## src/rtl/pipeline_hazard_ctrl_pkg.sv

```systemverilog
// Shared types and constants for the pipeline hazard/sequencing controller.
package pipeline_ctrl_pkg;

  typedef enum logic [1:0] {
    RUN        = 2'b00,
    LOAD_STALL = 2'b01,
    MEM_WAIT   = 2'b10,
    FLUSH      = 2'b11
  } ctrl_state_t;

  localparam logic [4:0] REG_ZERO = 5'd0;

endpackage

```

## src/rtl/pipeline_hazard_ctrl_if.sv

```systemverilog
// Pipeline <-> hazard controller signal bundle; master is the datapath, slave the controller.
interface pipeline_hazard_ctrl_if;

  logic [4:0] id_rs;
  logic [4:0] id_rt;
  logic       id_uses_rt;
  logic       ex_mem_read;
  logic [4:0] ex_write_register;
  logic       ex_branch_taken;
  logic       ex_jump;
  logic       mem_busy;
  logic       pc_write;
  logic       if_id_write;
  logic       if_id_flush;
  logic       id_ex_bubble;
  logic       pipe_freeze;

  modport master (
    output id_rs, id_rt, id_uses_rt, ex_mem_read, ex_write_register,
           ex_branch_taken, ex_jump, mem_busy,
    input  pc_write, if_id_write, if_id_flush, id_ex_bubble, pipe_freeze
  );

  modport slave (
    input  id_rs, id_rt, id_uses_rt, ex_mem_read, ex_write_register,
           ex_branch_taken, ex_jump, mem_busy,
    output pc_write, if_id_write, if_id_flush, id_ex_bubble, pipe_freeze
  );

endinterface

```

## src/rtl/pipeline_hazard_ctrl_sat_counter.sv

```systemverilog
// Saturating event counter clocked with the pipeline (falling edge), async active-low reset.
module hazard_sat_counter #(
  parameter int CNT_W = 16
) (
  input  logic             clk,
  input  logic             reset,
  input  logic             inc,
  output logic [CNT_W-1:0] count
);

  // Count up on inc, holding at all-ones.
  always_ff @(negedge clk or negedge reset) begin
    if (!reset) begin
      count <= {CNT_W{1'b0}};
    end else if (inc && (count != {CNT_W{1'b1}})) begin
      count <= count + {{(CNT_W-1){1'b0}}, 1'b1};
    end
  end

endmodule

```

## src/rtl/pipeline_hazard_ctrl.sv

```systemverilog
// Load-use / redirect / memory-freeze controller for the 5-stage pipeline.
// Optional performance counters are built only when HAZARD_PERF_CNT_EN is defined.
module pipeline_hazard_ctrl
  import pipeline_ctrl_pkg::*;
#(
  parameter int CNT_W = 16
) (
  input  logic                 clk,
  input  logic                 reset,
  pipeline_hazard_ctrl_if.slave hif,
  output logic [1:0]           ctrl_state,
  output logic [CNT_W-1:0]     stall_cycles,
  output logic [CNT_W-1:0]     flush_events
);

  ctrl_state_t state_r, state_nxt_s;
  logic        pending_flush_r, pending_flush_nxt_s;
  logic        load_use_s, redirect_s;
  logic        pc_write_s, if_id_write_s, if_id_flush_s, id_ex_bubble_s, pipe_freeze_s;

  assign load_use_s = hif.ex_mem_read && (hif.ex_write_register != REG_ZERO) &&
                      ((hif.ex_write_register == hif.id_rs) ||
                       (hif.id_uses_rt && (hif.ex_write_register == hif.id_rt)));
  assign redirect_s = hif.ex_branch_taken || hif.ex_jump;

  // State and pending-flush registers, updated with the pipeline registers.
  always_ff @(negedge clk or negedge reset) begin
    if (!reset) begin
      state_r         <= RUN;
      pending_flush_r <= 1'b0;
    end else begin
      state_r         <= state_nxt_s;
      pending_flush_r <= pending_flush_nxt_s;
    end
  end

  // Next-state and Mealy control outputs; priority mem_busy > redirect > load_use.
  always_comb begin
    state_nxt_s         = state_r;
    pending_flush_nxt_s = pending_flush_r;
    pc_write_s          = 1'b1;
    if_id_write_s       = 1'b1;
    if_id_flush_s       = 1'b0;
    id_ex_bubble_s      = 1'b0;
    pipe_freeze_s       = 1'b0;
    case (state_r)
      RUN, LOAD_STALL: begin
        if (hif.mem_busy) begin
          pipe_freeze_s       = 1'b1;
          pc_write_s          = 1'b0;
          if_id_write_s       = 1'b0;
          pending_flush_nxt_s = redirect_s;
          state_nxt_s         = MEM_WAIT;
        end else if (redirect_s) begin
          if_id_flush_s  = 1'b1;
          id_ex_bubble_s = 1'b1;
          state_nxt_s    = RUN;
        end else if (load_use_s && (state_r == RUN)) begin
          // The bubble inserted here already resolves the hazard seen in LOAD_STALL.
          pc_write_s     = 1'b0;
          if_id_write_s  = 1'b0;
          id_ex_bubble_s = 1'b1;
          state_nxt_s    = LOAD_STALL;
        end else begin
          state_nxt_s = RUN;
        end
      end
      MEM_WAIT: begin
        pipe_freeze_s       = 1'b1;
        pc_write_s          = 1'b0;
        if_id_write_s       = 1'b0;
        pending_flush_nxt_s = pending_flush_r || redirect_s;
        if (!hif.mem_busy) begin
          state_nxt_s = (pending_flush_r || redirect_s) ? FLUSH : RUN;
        end else begin
          state_nxt_s = MEM_WAIT;
        end
      end
      FLUSH: begin
        // A mem_busy seen here is picked up by RUN on the next cycle.
        if_id_flush_s       = 1'b1;
        id_ex_bubble_s      = 1'b1;
        pending_flush_nxt_s = 1'b0;
        state_nxt_s         = RUN;
      end
      default: begin
        state_nxt_s         = RUN;
        pending_flush_nxt_s = 1'b0;
      end
    endcase
    if (!reset) begin
      pc_write_s      = 1'b0;
      if_id_write_s   = 1'b0;
      if_id_flush_s   = 1'b0;
      id_ex_bubble_s  = 1'b0;
      pipe_freeze_s   = 1'b0;
    end else begin
      pipe_freeze_s   = pipe_freeze_s;
    end
  end

  assign hif.pc_write     = pc_write_s;
  assign hif.if_id_write  = if_id_write_s;
  assign hif.if_id_flush  = if_id_flush_s;
  assign hif.id_ex_bubble = id_ex_bubble_s;
  assign hif.pipe_freeze  = pipe_freeze_s;
  assign ctrl_state       = state_r;

`ifdef HAZARD_PERF_CNT_EN
  logic stall_inc_s, flush_inc_s;

  assign stall_inc_s = (state_r == LOAD_STALL) || (state_r == MEM_WAIT);
  assign flush_inc_s = (state_r == FLUSH) ||
                       (((state_r == RUN) || (state_r == LOAD_STALL)) &&
                        !hif.mem_busy && redirect_s);

  hazard_sat_counter #(.CNT_W(CNT_W)) u_stall_cnt (
    .clk   (clk),
    .reset (reset),
    .inc   (stall_inc_s),
    .count (stall_cycles)
  );

  hazard_sat_counter #(.CNT_W(CNT_W)) u_flush_cnt (
    .clk   (clk),
    .reset (reset),
    .inc   (flush_inc_s),
    .count (flush_events)
  );
`else
  assign stall_cycles = {CNT_W{1'b0}};
  assign flush_events = {CNT_W{1'b0}};
`endif

endmodule
```

## src/flat_wrapper.sv

```systemverilog
// flat-port wrapper written by rule: the top's interface ports become plain ports
module pipeline_hazard_ctrl_flat import pipeline_ctrl_pkg::*;
#(
  parameter int CNT_W = 16
)
  (clk, reset, ctrl_state, stall_cycles, flush_events, hif_id_rs, hif_id_rt, hif_id_uses_rt, hif_ex_mem_read, hif_ex_write_register, hif_ex_branch_taken, hif_ex_jump, hif_mem_busy, hif_pc_write, hif_if_id_write, hif_if_id_flush, hif_id_ex_bubble, hif_pipe_freeze);
  pipeline_hazard_ctrl_if hif_i ();
  input  logic clk;
  input  logic reset;
  output logic [1:0] ctrl_state;
  output logic [CNT_W-1:0] stall_cycles;
  output logic [CNT_W-1:0] flush_events;
  input wire logic [$bits(hif_i.id_rs)-1:0] hif_id_rs;
  input wire logic [$bits(hif_i.id_rt)-1:0] hif_id_rt;
  input wire logic [$bits(hif_i.id_uses_rt)-1:0] hif_id_uses_rt;
  input wire logic [$bits(hif_i.ex_mem_read)-1:0] hif_ex_mem_read;
  input wire logic [$bits(hif_i.ex_write_register)-1:0] hif_ex_write_register;
  input wire logic [$bits(hif_i.ex_branch_taken)-1:0] hif_ex_branch_taken;
  input wire logic [$bits(hif_i.ex_jump)-1:0] hif_ex_jump;
  input wire logic [$bits(hif_i.mem_busy)-1:0] hif_mem_busy;
  output wire logic [$bits(hif_i.pc_write)-1:0] hif_pc_write;
  output wire logic [$bits(hif_i.if_id_write)-1:0] hif_if_id_write;
  output wire logic [$bits(hif_i.if_id_flush)-1:0] hif_if_id_flush;
  output wire logic [$bits(hif_i.id_ex_bubble)-1:0] hif_id_ex_bubble;
  output wire logic [$bits(hif_i.pipe_freeze)-1:0] hif_pipe_freeze;
  assign hif_i.id_rs = hif_id_rs;
  assign hif_i.id_rt = hif_id_rt;
  assign hif_i.id_uses_rt = hif_id_uses_rt;
  assign hif_i.ex_mem_read = hif_ex_mem_read;
  assign hif_i.ex_write_register = hif_ex_write_register;
  assign hif_i.ex_branch_taken = hif_ex_branch_taken;
  assign hif_i.ex_jump = hif_ex_jump;
  assign hif_i.mem_busy = hif_mem_busy;
  assign hif_pc_write = hif_i.pc_write;
  assign hif_if_id_write = hif_i.if_id_write;
  assign hif_if_id_flush = hif_i.if_id_flush;
  assign hif_id_ex_bubble = hif_i.id_ex_bubble;
  assign hif_pipe_freeze = hif_i.pipe_freeze;
  pipeline_hazard_ctrl #(.CNT_W(CNT_W)) u_core (.clk(clk), .reset(reset), .hif(hif_i), .ctrl_state(ctrl_state), .stall_cycles(stall_cycles), .flush_events(flush_events));
endmodule
```

## config.mk

```make
export PLATFORM = sky130hd
export DESIGN_NAME = pipeline_hazard_ctrl_flat
export DESIGN_NICKNAME = d
export VERILOG_FILES = /design/src/rtl/pipeline_hazard_ctrl_pkg.sv /design/src/rtl/pipeline_hazard_ctrl_if.sv /design/src/rtl/pipeline_hazard_ctrl_sat_counter.sv /design/src/rtl/pipeline_hazard_ctrl.sv /design/src/flat_wrapper.sv
export SDC_FILE = /design/constraint.sdc
export NUM_CORES = 1
export LEC_CHECK = 0
export ABC_CLOCK_PERIOD_IN_PS = 2200
export CAP_MARGIN = 20
export CORE_MARGIN = 3
export CORE_UTILIZATION = 28
export CTS_CLUSTER_DIAMETER = 80
export DETAILED_ROUTE_END_ITERATION = 10
export MAX_ROUTING_LAYER = met4
export PLACE_DENSITY = 0.79
export RECOVER_POWER = 25
export SKIP_CTS_REPAIR_TIMING = 1
export SLEW_MARGIN = 20
export SYNTH_ARGS = -nofsm -noshare
export SYNTH_HDL_FRONTEND = slang
export SYNTH_SLANG_ARGS = --single-unit
```

## constraint.sdc

```tcl
create_clock -name clk -period 2.2 [get_ports clk]
set_clock_uncertainty 0.05 [all_clocks]
set_input_delay 0.44 -clock clk [delete_from_list [all_inputs] [get_ports clk]]
set_output_delay 0.44 -clock clk [all_outputs]
set_load 0.02 [all_outputs]
```

### Word level (Yosys, flattened, before mapping)

Index checks and enable logic that the tools add are counted.

* input bits: 22
* bits in latches: 0
* logic and storage cells: 43
* register bits after elaboration: 3
* memories: 0
* bits in read-only memories: 0
* output and inout port bits: 39
* bits in writable memories: 0

* add/subtract/negate cells: 0
* reductions and logical operators: 10
* mux-type cells: 25
* div/mod/pow operators: 0
* bitwise operators: 0
* shift-type cells: 0
* order comparisons: 0
* equal/unequal tests: 6
* multipliers: 0

Operator list (number)
* 2-to-1 mux 1 bit: 15
* equality test 5 bit: 2
* 2-to-1 mux 2 bit: 4
* one-hot mux 1 bit (2 select lines): 4
* one-hot mux 2 bit (3 select lines): 1
* nonzero test 5 bit: 1
* equality test 2 bit, second input constant: 2
* logical AND 1 bit: 4
* logical OR 1 bit: 3
* one-hot mux 1 bit (3 select lines): 1
* equality test 2 x 1 -> 1 bit, second input constant: 1
* logical NOT 2 bit: 1
* inequality test 2 bit, second input constant: 1
* OR reduction 2 bit: 1

### Longest topological paths before layout

Gate-level depths: netlist (run 1).

* word-level depth: 10
* mapped depth: 6
* depth with buffers taken out: 5

==> results.ini, run 1 <==
[status]
status = finished with violations
violations = negative setup slack

[yosys]
synthTopCellsByArea = buf_4, xnor2_1, dfrtn_1, nand2_1, nor2_1
synth_most_common_cell = buf_4
synth-async-reset-ratio_pct = 100
synth_warnings = 0
avgSynthCellArea_sq_um = 7.72
yosysTopAreaCell = buf_4
synth_flop_cell = dfrtn_1
ys_ff_latch = 3
syn_inst = 76
synthDistinctLibCells = 20
synth-edff-count = 0
syn-cell-area_sq_um = 587
synth_top_area_share_pct = 42.2
synthTopCellsByCount = buf_4, xnor2_1, nand2_1, nor2_1
ys_seq_area_share_pct = 12.8

[sta]
slew_violations = 0
setup_violations = 8
hold_violations = 0
rsz0062_at_grt = yes
whs_ps = 530
setup_ws_ps = -929

[detailed_routing]
vias_per_cell = 3.97
route.detailed.drc = 0
drt_wl_total_um = 1600
first_iter_violations = 2
wl_per_cell_um = 10.9
firstDrtPassIters = 4
detail-route-antenna-nets = 0
vias = 583

[die]
die_h_um = 51.8
die_area_sq_mm = 0.00268
core.rowCount = 15
initial_utilization_pct = 31.6
die_width_um = 51.8
core_area_sq_mm = 0.00186
pin_count = 61

[worst_hold_path]
hold_class = reg -> reg
whs_path_depth = 2
hold-path-endpoint = u_core.ctrl_state[1]
min_from = u_core.ctrl_state[0]

[place]
gp_congestion = 0.813
dpl_cell_area_sq_um = 918
dp_hpwl_um = 1300
io_buffer_count = 28

[cells_and_area]
antenna_cells = 0
design_area_sq_mm = 0.00103
seq_area_sq_um = 75.1
area_growth_pct = 75.5
drive_gt1_share_pct = 34.4
fin_nets = 145
multi_input_area_sq_um = 459
nFillCells = 162

[critical_path]
cpPeakStageDelay_ps = 400
critPathTopFamily = compound AO/OA/AOI/OAI gates
cp_max_fo = 3
critical_path_required_ps = 1710
reg2reg_slack_ps = 1000
reg2reg_depth = 5
r2r-start = u_core.ctrl_state[1]
crit_path_cell_trace = buf_6, nor2_4, o2111ai_4, o311a_4, buf_2
critPathSlowestCell = dfrtn_1
crit_buf_inv = 2
r2r-end = u_core.ctrl_state[0]
arrival_ps = 2640
setup.worst_path.end_class = output port
setup.worst_path.start_class = flip-flop
critical_path_class = reg -> out

[power]
power_density_mw_per_mm2 = 732
leakage_nw = 0.523
ir_drop_mv = 0.428
p_total_mw = 0.754

[clocking]
cts.clk_slew.worst_paths_ps = 40
cts_tree = built
cts_buffer_depth = 2
cts-root-buf = clkbuf_4
cts.sinks = 3
clk_latency_ps = 250
numCtsBuffers = 3
htreeDepth = 1

[global_routing]
grt_antenna_before_repair = 0
grt_max_degree = 6
grt_pass1_vias = 518
grt_use_total_pct = 10.9
globalRouteOverflowTotal = 0
grt_pass1_wl_um = 2110

[flow_run]
drv_cap = 0

==> per-stage QoR <==
stage / cells / setup WS [ps] / setup TNS (ps) / util [%]
6_report: 147 / -929 / -5650 / 55.4
5_1_grt: 147 / -999 / -6210 / 55.4
4_1_cts: 143 / -1360 / -9520 / 50.8
3_5_place_dp: 139 / -1080 / -8410 / 49.4
3_3_place_gp: 139 / -1060 / -8140 / 49.4
2_1_floorplan: 107 / -728 / -3680 / -
==> where the power goes <==
| group | switching [mW] | internal (mW) | leakage [nW] | total [mW] |
|---|---|---|---|---|
| clock | 0.0332 | 0.0683 | 0.0150 | 0.101 |
| combinational | 0.261 | 0.285 | 0.474 | 0.546 |
| sequential | 0.0261 | 0.0803 | 0.0341 | 0.106 |
| total | 0.320 | 0.433 | 0.523 | 0.754 |
==> worst max-delay path by stage <==
stage	start	to	slack [ps]	cells after the start
final	u_core.ctrl_state[1]	hif_pc_write	-930	5
after global routing	u_core.ctrl_state[1]	hif_if_id_write	-1000	5
after CTS	u_core.ctrl_state[1]	hif_if_id_write	-1360	5
after detailed placement	u_core.ctrl_state[1]	hif_if_id_write	-1080	5
after global placement	u_core.ctrl_state[1]	hif_if_id_write	-1060	5
after floorplan	u_core.ctrl_state[1]	hif_pc_write	-730	5
==> kinds of logic after synthesis <==
logic type             synth area share [%]
AO/OA/AOI/OAI                          12.6
flip-flops                             12.8
multiplexers                           1.71
buffers and inverters                  44.1
AND/OR/NAND/NOR                        13.2
XOR/XNOR                               14.9
other                                 0.639
==> cell usage in the layout (no fill, tap or decap) <==
| master | instances |
|---|---|
| nor2_4 | 2 |
| o22ai_2 | 1 |
| dlymetal6s2s_1 | 7 |
| a21oi_2 | 1 |
| xnor2_1 | 10 |
| o311a_4 | 1 |
| nand2_1 | 4 |
| dlygate4sd3_1 | 1 |
| o211a_1 | 1 |
| conb_1 | 32 |
| nand4_1 | 1 |
| buf_4 | 15 |
| nand3_1 | 1 |
| nor2_1 | 2 |
| a21oi_1 | 2 |
| buf_6 | 8 |
| clkbuf_2 | 1 |
| clkbuf_1 | 1 |
| clkbuf_4 | 3 |
| o32ai_2 | 2 |
| nor2_2 | 1 |
| or3_1 | 1 |
| dfrtn_1 | 3 |
| inv_1 | 2 |
| mux2i_4 | 1 |
| nand2_2 | 1 |
| or3_4 | 1 |
| or4_4 | 1 |
| buf_2 | 1 |
| clkdlybuf4s50_1 | 12 |
| o2111ai_4 | 1 |
| nor3_2 | 1 |
==> worst register-to-register path, stage by stage (launching register included) <==
cell       delay (ps)
dfrtn_1           500
buf_6             140
nor2_4             40
o2111ai_4         100
buf_4             160
o32ai_2            60
==> layout make-up <==
cell class / instances / area share, %
Inverter: 2 / 0.729
Clock buffer: 4 / 2.55
Sequential cell: 3 / 7.29
Multi-Input combinational cell: 68 / 44.6
Tap cell: 25 / 3.04
Timing Repair Buffer: 45 / 41.8
==> registers in the layout (all words and copies together) (netlist names) <==
signal / cells
u_core.ctrl_state: 2
u_core.pending_flush_r: 1
==> routing by layer <==
metal / share of wire, % / GRT usage, % / routed length (um) / vias to the layer above
li1: - / - / - / 278
met3: 13 / 4.58 / 215 / 0
met2: 53 / 21.2 / 850 / 43
met1: 33 / 8.68 / 536 / 262
met4: 0 / 5.24 / 0 / 0
met5: 0 / - / 0 / -
Power figures use the tool's default switching activity.
==> run 2: changes to the inputs <==
--- a/config.mk
+++ b/config.mk
@@ -11,6 +11,7 @@
 export CORE_UTILIZATION = 28
 export CTS_CLUSTER_DIAMETER = 80
 export DETAILED_ROUTE_END_ITERATION = 10
+export GPL_TIMING_DRIVEN = 0
 export MAX_ROUTING_LAYER = met4
 export PLACE_DENSITY = 0.79
 export RECOVER_POWER = 25
==> run 2 against run 1 <==
The flow still finishes with violations (negative setup slack); combinational power increased by 2%; via count increased by 11%; hold slack improved by 7.2 ps; worst setup slack got worse by 50 ps; routed wire length increased by 6.7%; sequential share of layout area decreased by 1.0 points; critical path type unchanged; critical endpoint unchanged.
==> results.ini, run 2 (same netlist as run 1, synthesis figures left out) <==
[status]
status = finished with violations  ; unchanged
violations = negative setup slack  ; unchanged

[cells_and_area]
largest_register_ffs = 2  ; unchanged
antenna_cells = 0  ; unchanged
area_growth_pct = 104  ; was 75.5%
nFillCells = 157  ; was 162
drive_gt1_share_pct = 44.1  ; was 34.4%
mostFrequentLayoutCells = buf_4, conb_1, clkdlybuf4s50_1, xnor2_1, dlymetal6s2s_1  ; was conb_1, buf_4, clkdlybuf4s50_1, xnor2_1, buf_6
layoutNonFillerInstCount = 170  ; was 147
seq_area_sq_um = 75.1  ; unchanged
multi_input_area_sq_um = 454  ; was 459 sq um
final_common_cell = buf_4  ; was conb_1
final_core_util_pct = 64.5  ; was 55.4%
fin_nets = 168  ; was 145

[detailed_routing]
firstDrtPassIters = 1  ; was 4
wl_per_cell_um = 10.1  ; was 10.9 um
vias = 646  ; was 583
detail-route-antenna-nets = 0  ; unchanged
first_iter_violations = 0  ; was 2
drt_wl_total_um = 1710  ; was 1600 um
vias_per_cell = 3.80  ; was 3.97
route.detailed.drc = 0  ; unchanged

[critical_path]
r2r-start = u_core.pending_flush_r  ; was u_core.ctrl_state[1]
critical_path_class = reg -> out  ; unchanged
critical_path_required_ps = 1710  ; about the same
setup.worst_path.start_class = flip-flop  ; unchanged
setup.worst_path.end_class = output port  ; unchanged
reg2reg_depth = 3  ; was 5
reg2reg_slack_ps = 1080  ; was 1000 ps
r2r-end = u_core.ctrl_state[0]  ; unchanged
cp_max_fo = 4  ; was 3
arrival_ps = 2690  ; was 2640 ps

[place]
place_inst = 160  ; was 139
dp_hpwl_um = 1310  ; was 1300 um
post-place-ws_ps = -1140  ; was -1080 ps
io_buffer_count = 28  ; unchanged
gp_congestion = 0.722  ; was 0.813

[worst_hold_path]
hold-path-endpoint = u_core.pending_flush_r  ; was u_core.ctrl_state[1]
whs_path_depth = 2  ; unchanged
min_from = u_core.pending_flush_r  ; was u_core.ctrl_state[0]
hold_class = reg -> reg  ; unchanged

[clocking]
cts.sinks = 3  ; unchanged
cts-root-buf = clkbuf_4  ; unchanged
htreeDepth = 1  ; unchanged
cts_tree = built  ; unchanged
clk_latency_ps = 250  ; about the same
cts_buffer_depth = 2  ; unchanged
cts.clk_slew.worst_paths_ps = 30  ; was 40 ps
numCtsBuffers = 3  ; unchanged

[power]
leakage_nw = 0.660  ; was 0.523 nW
power_density_mw_per_mm2 = 633  ; was 732 mW/mm^2
power_frac_clock_pct = 13.1  ; was 13.5%
switching_share_pct = 41.3  ; was 42.5%
p_total_mw = 0.759  ; was 0.754 mW
power.internal_mw = 0.445  ; was 0.433 mW
ir_drop_mv = 0.502  ; was 0.428 mV
netSwitchingPower_mw = 0.314  ; was 0.320 mW
seq_power_share_pct = 13.4  ; was 14.1%
combinationalPowerShare_pct = 73.5  ; was 72.4%

[die]
core_area_sq_mm = 0.00186  ; unchanged
die_h_um = 51.8  ; unchanged
initial_utilization_pct = 31.6  ; unchanged
die_area_sq_mm = 0.00268  ; unchanged
core.rowCount = 15  ; unchanged
die_width_um = 51.8  ; unchanged
pin_count = 61  ; unchanged

[sta]
setup_ws_ps = -979  ; was -929 ps
whs_ps = 537  ; was 530 ps
setup_violations = 9  ; was 8
rsz0062_at_grt = yes  ; unchanged
slew_violations = 0  ; unchanged
hold_violations = 0  ; unchanged

[global_routing]
grt_use_total_pct = 11.9  ; was 10.9%
grt_pass1_vias = 568  ; was 518
grt_pass1_wl_um = 2360  ; was 2110 um
grt_max_degree = 9  ; was 6
grt_antenna_before_repair = 0  ; unchanged
globalRouteOverflowTotal = 0  ; unchanged

[flow_run]
drv_cap = 0  ; unchanged

## run 2: routing by layer
metal  share of wire [%]  track usage (%)  wire length, um  vias to the layer above
li1                    -                -                -                      325
met1                  30             10.1              518                      273
met2                  53             22.5              914                       46
met3                  16             6.88              266                        2
met4                0.59             2.62               10                        0
met5                   0                -                0                        -
## run 2: how the worst max path moves through the flow
| stage | slack [ps] | start | cells past startpoint | end |
|---|---|---|---|---|
| floorplan | -730 | u_core.ctrl_state[1] | 5 | hif_pc_write |
| global placement | -1110 | u_core.ctrl_state[1] | 5 | hif_id_ex_bubble |
| detailed placement | -1140 | u_core.ctrl_state[1] | 5 | hif_id_ex_bubble |
| CTS | -1400 | u_core.ctrl_state[1] | 5 | hif_id_ex_bubble |
| global route | -1030 | u_core.ctrl_state[1] | 6 | hif_pc_write |
| finish | -980 | u_core.ctrl_state[1] | 6 | hif_pc_write |
## run 2: layout make-up
class	count	area share [%]
buffer	34	22.2
clock buffer	4	2.19
inverter	2	0.626
multi-input combinational	68	37.9
sequential	3	6.26
tap	25	2.61
timing repair buffer	34	28.2
## run 2: critical path: stages, from the launching register on
cell       delay, ps
dfrtn_1          350
buf_8            140
nor2_4           110
o2111ai_4        120
o311a_4          380
buf_6            120
buf_6            120
## run 2: stage by stage
step           setup TNS [ps]  instance area (sq um)
2_1_floorplan           -3680                    774
3_3_place_gp            -8200                   1090
6_report                -5580                   1200
4_1_cts                 -9430                   1110
3_5_place_dp            -8350                   1090
5_1_grt                 -6070                   1200
## run 2: power by group through the flow
stage	registers [mW]	clock network, mW	logic, mW
after global placement	0.101	0	0.468
after floorplan	0.119	0	0.308
final	0.102	0.0991	0.558
after detailed placement	0.103	0	0.475
after global routing	0.105	0.112	0.597
after CTS	0.102	0.104	0.476
